<file path="src/rtl/jtopl_pm_if.sv">
// Slot-stream bus between the channel register file and the JTOPL vibrato sequencer.
// Debug LFO load lines exist only when JTOPL_PM_DBG_EN is defined.
interface jtopl_pm_if #(
    parameter int FW    = 10,
    parameter int RB    = 3,
    parameter int SLOTS = 18
);
    localparam int SW = $clog2(SLOTS);

    logic          cen;
    logic          zero;
    logic [FW-1:0] fnum;
    logic          vib_dep;
    logic          viben;
    logic [RB:0]   pm_offset;
    logic [SW-1:0] slot_out;
    logic [2:0]    vib_cnt;
`ifdef JTOPL_PM_DBG_EN
    logic          dbg_load;
    logic [2:0]    dbg_cnt;

    modport master (
        output cen, zero, fnum, vib_dep, viben, dbg_load, dbg_cnt,
        input  pm_offset, slot_out, vib_cnt
    );
    modport slave (
        input  cen, zero, fnum, vib_dep, viben, dbg_load, dbg_cnt,
        output pm_offset, slot_out, vib_cnt
    );
`else
    modport master (
        output cen, zero, fnum, vib_dep, viben,
        input  pm_offset, slot_out, vib_cnt
    );
    modport slave (
        input  cen, zero, fnum, vib_dep, viben,
        output pm_offset, slot_out, vib_cnt
    );
`endif
endinterface

</file>
<file path="src/rtl/jtopl_pm_seq.sv">
// JTOPL vibrato sequencer: free-running LFO step counter plus a registered per-slot PM offset.
// Define JTOPL_PM_DBG_EN to add the dbg_load/dbg_cnt LFO preload.
module jtopl_pm_seq #(
    parameter int FW     = 10,
    parameter int RB     = 3,
    parameter int SLOTS  = 18,
    parameter int VIBDIV = 10
) (
    input  logic      clk,
    input  logic      rst_n,
    jtopl_pm_if.slave bus
);
    localparam int SW = $clog2(SLOTS);
    localparam logic [SW-1:0] LAST_SLOT = SW'(SLOTS - 1);

    logic [VIBDIV-1:0]  smp_cnt;
    logic [2:0]         vib_cnt;
    logic [SW-1:0]      slot_cnt;
    logic signed [RB:0] pm_p1;
    logic [SW-1:0]      slot_p1;

    logic               adv_p0;
    logic               smp_wrap_p0;
    logic [VIBDIV-1:0]  smp_p0;
    logic [2:0]         vib_p0;
    logic [SW-1:0]      slot_p0;

    // Step 0 and 4 give no deviation; odd steps use half the range value.
    function automatic logic signed [RB:0] pm_calc(
        input logic [RB-1:0] hi,
        input logic [2:0]    v,
        input logic          dep,
        input logic          en
    );
        logic [RB-1:0]      r;
        logic signed [RB:0] mag;
        r = hi >> v[0];
        if (!dep) r = r >> 1;
        if (v[1:0] == 2'd0 || !en) r = '0;
        mag = signed'({1'b0, r});
        return v[2] ? -mag : mag;
    endfunction

    // Stage p0: counter next-state, with the LFO step forwarded to the zero slot
    always_comb begin
        adv_p0      = bus.cen & bus.zero;
        smp_wrap_p0 = adv_p0 && (smp_cnt == '1);
        smp_p0      = adv_p0 ? smp_cnt + 1'b1 : smp_cnt;
        vib_p0      = smp_wrap_p0 ? vib_cnt + 3'd1 : vib_cnt;
`ifdef JTOPL_PM_DBG_EN
        if (bus.cen && bus.dbg_load) begin
            vib_p0 = bus.dbg_cnt;
            smp_p0 = '0;
        end
`endif
        slot_p0 = bus.zero ? '0 : slot_cnt;
    end

    // Stage p1: registered offset and the slot it belongs to
    always_ff @(posedge clk or negedge rst_n) begin
        if (!rst_n) begin
            smp_cnt  <= '0;
            vib_cnt  <= '0;
            slot_cnt <= '0;
            pm_p1    <= '0;
            slot_p1  <= '0;
        end else if (bus.cen) begin
            smp_cnt  <= smp_p0;
            vib_cnt  <= vib_p0;
            slot_cnt <= (slot_p0 == LAST_SLOT) ? '0 : slot_p0 + 1'b1;
            pm_p1    <= pm_calc(bus.fnum[FW-1:FW-RB], vib_p0, bus.vib_dep, bus.viben);
            slot_p1  <= slot_p0;
        end
    end

    assign bus.pm_offset = pm_p1;
    assign bus.slot_out  = slot_p1;
    assign bus.vib_cnt   = vib_cnt;
endmodule

</file>
<file path="src/flat_wrapper.sv">
// flat-port wrapper written by rule: the top's interface ports become plain ports
module jtopl_pm_seq_flat 
#(
    parameter int FW     = 10,
    parameter int RB     = 3,
    parameter int SLOTS  = 18,
    parameter int VIBDIV = 10
)
  (clk, rst_n, bus_cen, bus_zero, bus_fnum, bus_vib_dep, bus_viben, bus_pm_offset, bus_slot_out, bus_vib_cnt);
  jtopl_pm_if #(.FW(FW), .RB(RB), .SLOTS(SLOTS)) bus_i ();
  input  logic clk;
  input  logic rst_n;
  input wire logic [$bits(bus_i.cen)-1:0] bus_cen;
  input wire logic [$bits(bus_i.zero)-1:0] bus_zero;
  input wire logic [$bits(bus_i.fnum)-1:0] bus_fnum;
  input wire logic [$bits(bus_i.vib_dep)-1:0] bus_vib_dep;
  input wire logic [$bits(bus_i.viben)-1:0] bus_viben;
  output wire logic [$bits(bus_i.pm_offset)-1:0] bus_pm_offset;
  output wire logic [$bits(bus_i.slot_out)-1:0] bus_slot_out;
  output wire logic [$bits(bus_i.vib_cnt)-1:0] bus_vib_cnt;
  assign bus_i.cen = bus_cen;
  assign bus_i.zero = bus_zero;
  assign bus_i.fnum = bus_fnum;
  assign bus_i.vib_dep = bus_vib_dep;
  assign bus_i.viben = bus_viben;
  assign bus_pm_offset = bus_i.pm_offset;
  assign bus_slot_out = bus_i.slot_out;
  assign bus_vib_cnt = bus_i.vib_cnt;
  jtopl_pm_seq #(.FW(FW), .RB(RB), .SLOTS(SLOTS), .VIBDIV(VIBDIV)) u_core (.clk(clk), .rst_n(rst_n), .bus(bus_i));
endmodule
</file>
<file path="config.mk">
export PLATFORM = sky130hd
export DESIGN_NAME = jtopl_pm_seq_flat
export DESIGN_NICKNAME = d
export VERILOG_FILES = /design/src/rtl/jtopl_pm_if.sv /design/src/rtl/jtopl_pm_seq.sv /design/src/flat_wrapper.sv
export SDC_FILE = /design/constraint.sdc
export NUM_CORES = 1
export LEC_CHECK = 0
export CAP_MARGIN = 20
export CORE_AREA = 3 3 71 73
export DETAILED_ROUTE_END_ITERATION = 12
export DIE_AREA = 0 0 74 76
export DONT_BUFFER_PORTS = 1
export PLACE_DENSITY_LB_ADDON = 0.2
export SYNTH_ARGS = -nofsm -noshare
export SYNTH_HDL_FRONTEND = slang
export SYNTH_SLANG_ARGS = --single-unit
</file>
<file path="constraint.sdc">
create_clock -name clk -period 2.4 [get_ports clk]
set_input_delay 0.12 -clock clk [delete_from_list [all_inputs] [get_ports clk]]
set_output_delay 0.12 -clock clk [all_outputs]
set_load 0.02 [all_outputs]
</file>
==> results.py <==
metrics = {
    "outcome": {
        "status": "finished, violations left",
        "violations": "setup timing",
    },
    "drt": {
        "dr.pass1.iters": 6,
        "vias": 1170,
        "viasPerCell": 5.20,
        "drt_iter0_drc": 35,
        "antenna_left": 0,
        "totalWireLength_mm": 3.39,
        "wl_per_cell_um": 15.1,
        "drc": 0,
    },
    "cells_and_area": {
        "area_delta_synth_final_pct": 18.1,
        "diodes": 0,
        "drive_above_1_share": 0.220,
        "nNetsFinal": 195,
    },
    "clock_network": {
        "htree_levels": 1,
        "cts.clk_slew.worst_paths_ps": 90,
        "clk_latency_ps": 270,
        "cts_root_buffer": "clkbuf_8",
        "cts_tree": "built",
        "numClockSinks": 27,
        "cts_buffer_depth": 2,
        "numCtsBuffers": 3,
    },
    "logic_synthesis": {
        "synth-seq-area-share": 0.439,
        "synthAdderAreaFrac": 0.0407,
        "synthTopCellsByCount": "dfrtp_1, nand2_1, nor2_1",
        "yosysUniqueCellTypes": 41,
        "synth_top_area_frac": 0.439,
        "synthSimpleGateAreaFrac": 0.202,
        "synth_warnings": 0,
        "synth_top_family_by_area": "simple AND/OR/NAND/NOR gates",
        "synthArstFlopShare": 1.00,
        "syn_nets": 173,
        "synth_xor_xnor_area_share": 0.0683,
        "synth_edf_count": 0,
        "synth.most_common_cell": "dfrtp_1",
        "yosysTopAreaCell": "dfrtp_1",
        "syn_inst": 152,
        "syn_area_um2": 1540,
        "syn_area_per_cell_um2": 10.1,
        "synth_compound_area_frac": 0.138,
        "synthMuxAreaShare": 0.0708,
        "ys.flop_type": "dfrtp_1",
        "synthTopCellsByArea": "dfrtp_1, mux2_2, xnor2_1, ha_1, nand2_1",
        "ys_ff_latch": 27,
    },
    "timing": {
        "tightestPinTransition_ps": 573,
        "finalWorstPathRequiredPeriod_ps": 2410,
        "hold_ws_ps": 12.7,
        "fin_skew_ps": 5.63,
        "period_share": 1.00,
        "max_freq_ghz": 0.415,
        "slew_violations": 0,
        "finalHoldViolCount": 0,
        "finalSetupTns_ps": -8.65,
        "grt_setup_unrepaired": "true",
        "finalSetupViolations": 1,
        "fin_ws_ps": -8.65,
        "relSlewSlack": 0.615,
    },
    "worst_hold_path": {
        "hp-class": "in2reg",
    },
    "global_route": {
        "overflow": 0,
        "grt_max_degree": 28,
        "grt_usage": 0.126,
        "first_global_vias": 1167,
        "grt_pass1_wl_mm": 5.64,
        "antenna_found_initial": 0,
    },
    "placed_design": {
        "dp_hpwl_mm": 2.41,
        "io_buffers": 0,
        "gp_congestion": 0.748,
        "pre_cts_ws_ps": -20.6,
    },
    "worst_setup_path": {
        "cp_data_arrival_time_ps": 2570,
        "reg2reg_slack_ps": -9,
        "cp-end-kind": "flop",
        "start_kind": "flop",
        "crit_type": "reg2reg",
        "critical_path_required_ps": 2560,
        "crit_path_max_fanout": 4,
    },
    "power_and_ir_drop": {
        "p_total_w": 0.00123,
        "p_leak_nw": 0.802,
        "peakVddDrop_uv": 501,
        "p_per_area_nw_per_um2": 678,
    },
    "die": {
        "io-pin-count": 28,
        "start_util": 0.348,
        "die_h_um": 76,
        "rows": 24,
        "die_w_um": 74,
        "dieArea_um2": 5620,
        "coreArea_um2": 4410,
    },
    "flow_run": {
        "drv_cap": 0,
    },
}
-- final timing paths --
kind | depth (start not counted) | endpoint | startpoint
worst min-delay path | 2 | u_core.smp_cnt[2]$_DFFE_PN0P_ | bus_zero
min in group asynchronous | 2 | u_core.smp_cnt[8]$_DFFE_PN0P_ | rst_n
worst min register to register | 1 | u_core.smp_cnt[8]$_DFFE_PN0P_ | u_core.smp_cnt[8]$_DFFE_PN0P_
worst max register to register | 10 | u_core.bus.pm_offset[1]$_DFFE_PN0P_ | u_core.smp_cnt[1]$_DFFE_PN0P_
worst max-delay path | 10 | u_core.bus.pm_offset[1]$_DFFE_PN0P_ | u_core.smp_cnt[1]$_DFFE_PN0P_
max in group asynchronous | 2 | u_core.bus.slot_out[4]$_DFFE_PN0P_ | rst_n
-- final cells by class --
| cell class | count | area, um^2 |
|---|---|---|
| inverter | 12 | 45.0 |
| sequential | 27 | 676 |
| clock buffer | 4 | 45.0 |
| timing repair buffer | 22 | 188 |
| multi-input combinational | 108 | 798 |
| fill | 435 | 2600 |
| tap | 52 | 65.1 |
-- power by group --
| group | switching [W] | internal (W) | leakage, nW |
|---|---|---|---|
| registers | 0.000118 | 0.000552 | 0.341 |
| logic | 0.000140 | 0.000175 | 0.438 |
| clock network | 0.000128 | 0.000119 | 0.0228 |
| total | 0.000386 | 0.000845 | 0.802 |
-- cell families (layout without fill, tap and decap cells) --
group	after synthesis	count (layout)
compound gates	25	25
xor+xnor	12	12
fa+ha+maj	5	5
buf+inv	17	38
flops	27	27
mux	10	10
simple gates	56	56
-- state kept, by name (all words and copies together), names as in the netlist --
| name | count |
|---|---|
| u_core.slot_cnt | 5 |
| u_core.bus.vib_cnt | 3 |
| u_core.smp_cnt | 10 |
| u_core.bus.pm_offset | 4 |
| u_core.bus.slot_out | 5 |
-- what timing repair did --
item	CTS	global route
buffers inserted	2	1
gates resized for setup	0	0
hold buffers	4	1
endpoints found under the hold margin	34	3
pin swaps	4	0
setup endpoints to repair	1	2
-- placed cells by master, fill, tap and decap left out, types with 2 or more instances in the layout --
cell	Yosys	routed
nand2_1	16	16
ha_1	5	5
nor2_1	13	13
a21oi_1	5	5
xnor2_1	9	9
dfrtp_1	27	27
inv_1	12	12
mux2_2	7	7
clkbuf_8	0	3
nor4_1	2	2
nor2b_1	2	2
nand4_1	3	3
a31oi_1	2	2
dlygate4sd3_1	0	4
o21ai_0	4	4
buf_4	0	17
nand3b_1	2	2
o22ai_1	2	2
nand3_1	8	8
mux2i_1	3	3
xor2_1	3	3
-- layer usage --
layer,vias to the layer above,global-route usage,routed length (um)
li1,585,-,-
met1,563,0.176,1560
met2,18,0.192,1640
met3,4,0.0383,174
met4,0,0.0217,17
met5,-,0,0
-- through the flow --
step	util	area [um^2]	std cells
3_3_place_gp	0.383	1690	213
6_report	0.412	1820	225
3_5_place_dp	0.383	1690	213
4_1_cts	0.408	1800	223
5_1_grt	0.412	1820	225
2_1_floorplan	-	1540	152
-- critical path: stages, from the launching register on --
cell     delay [ps]
dfrtp_1         360
ha_1            170
nand4_1         140
or4_4           580
o22ai_2         130
a311o_1         220
nand2_1          70
ha_1            260
nand2_1          60
o22ai_1          60
a41o_2          250
No activity file was read; power rests on OpenSTA's default activity.
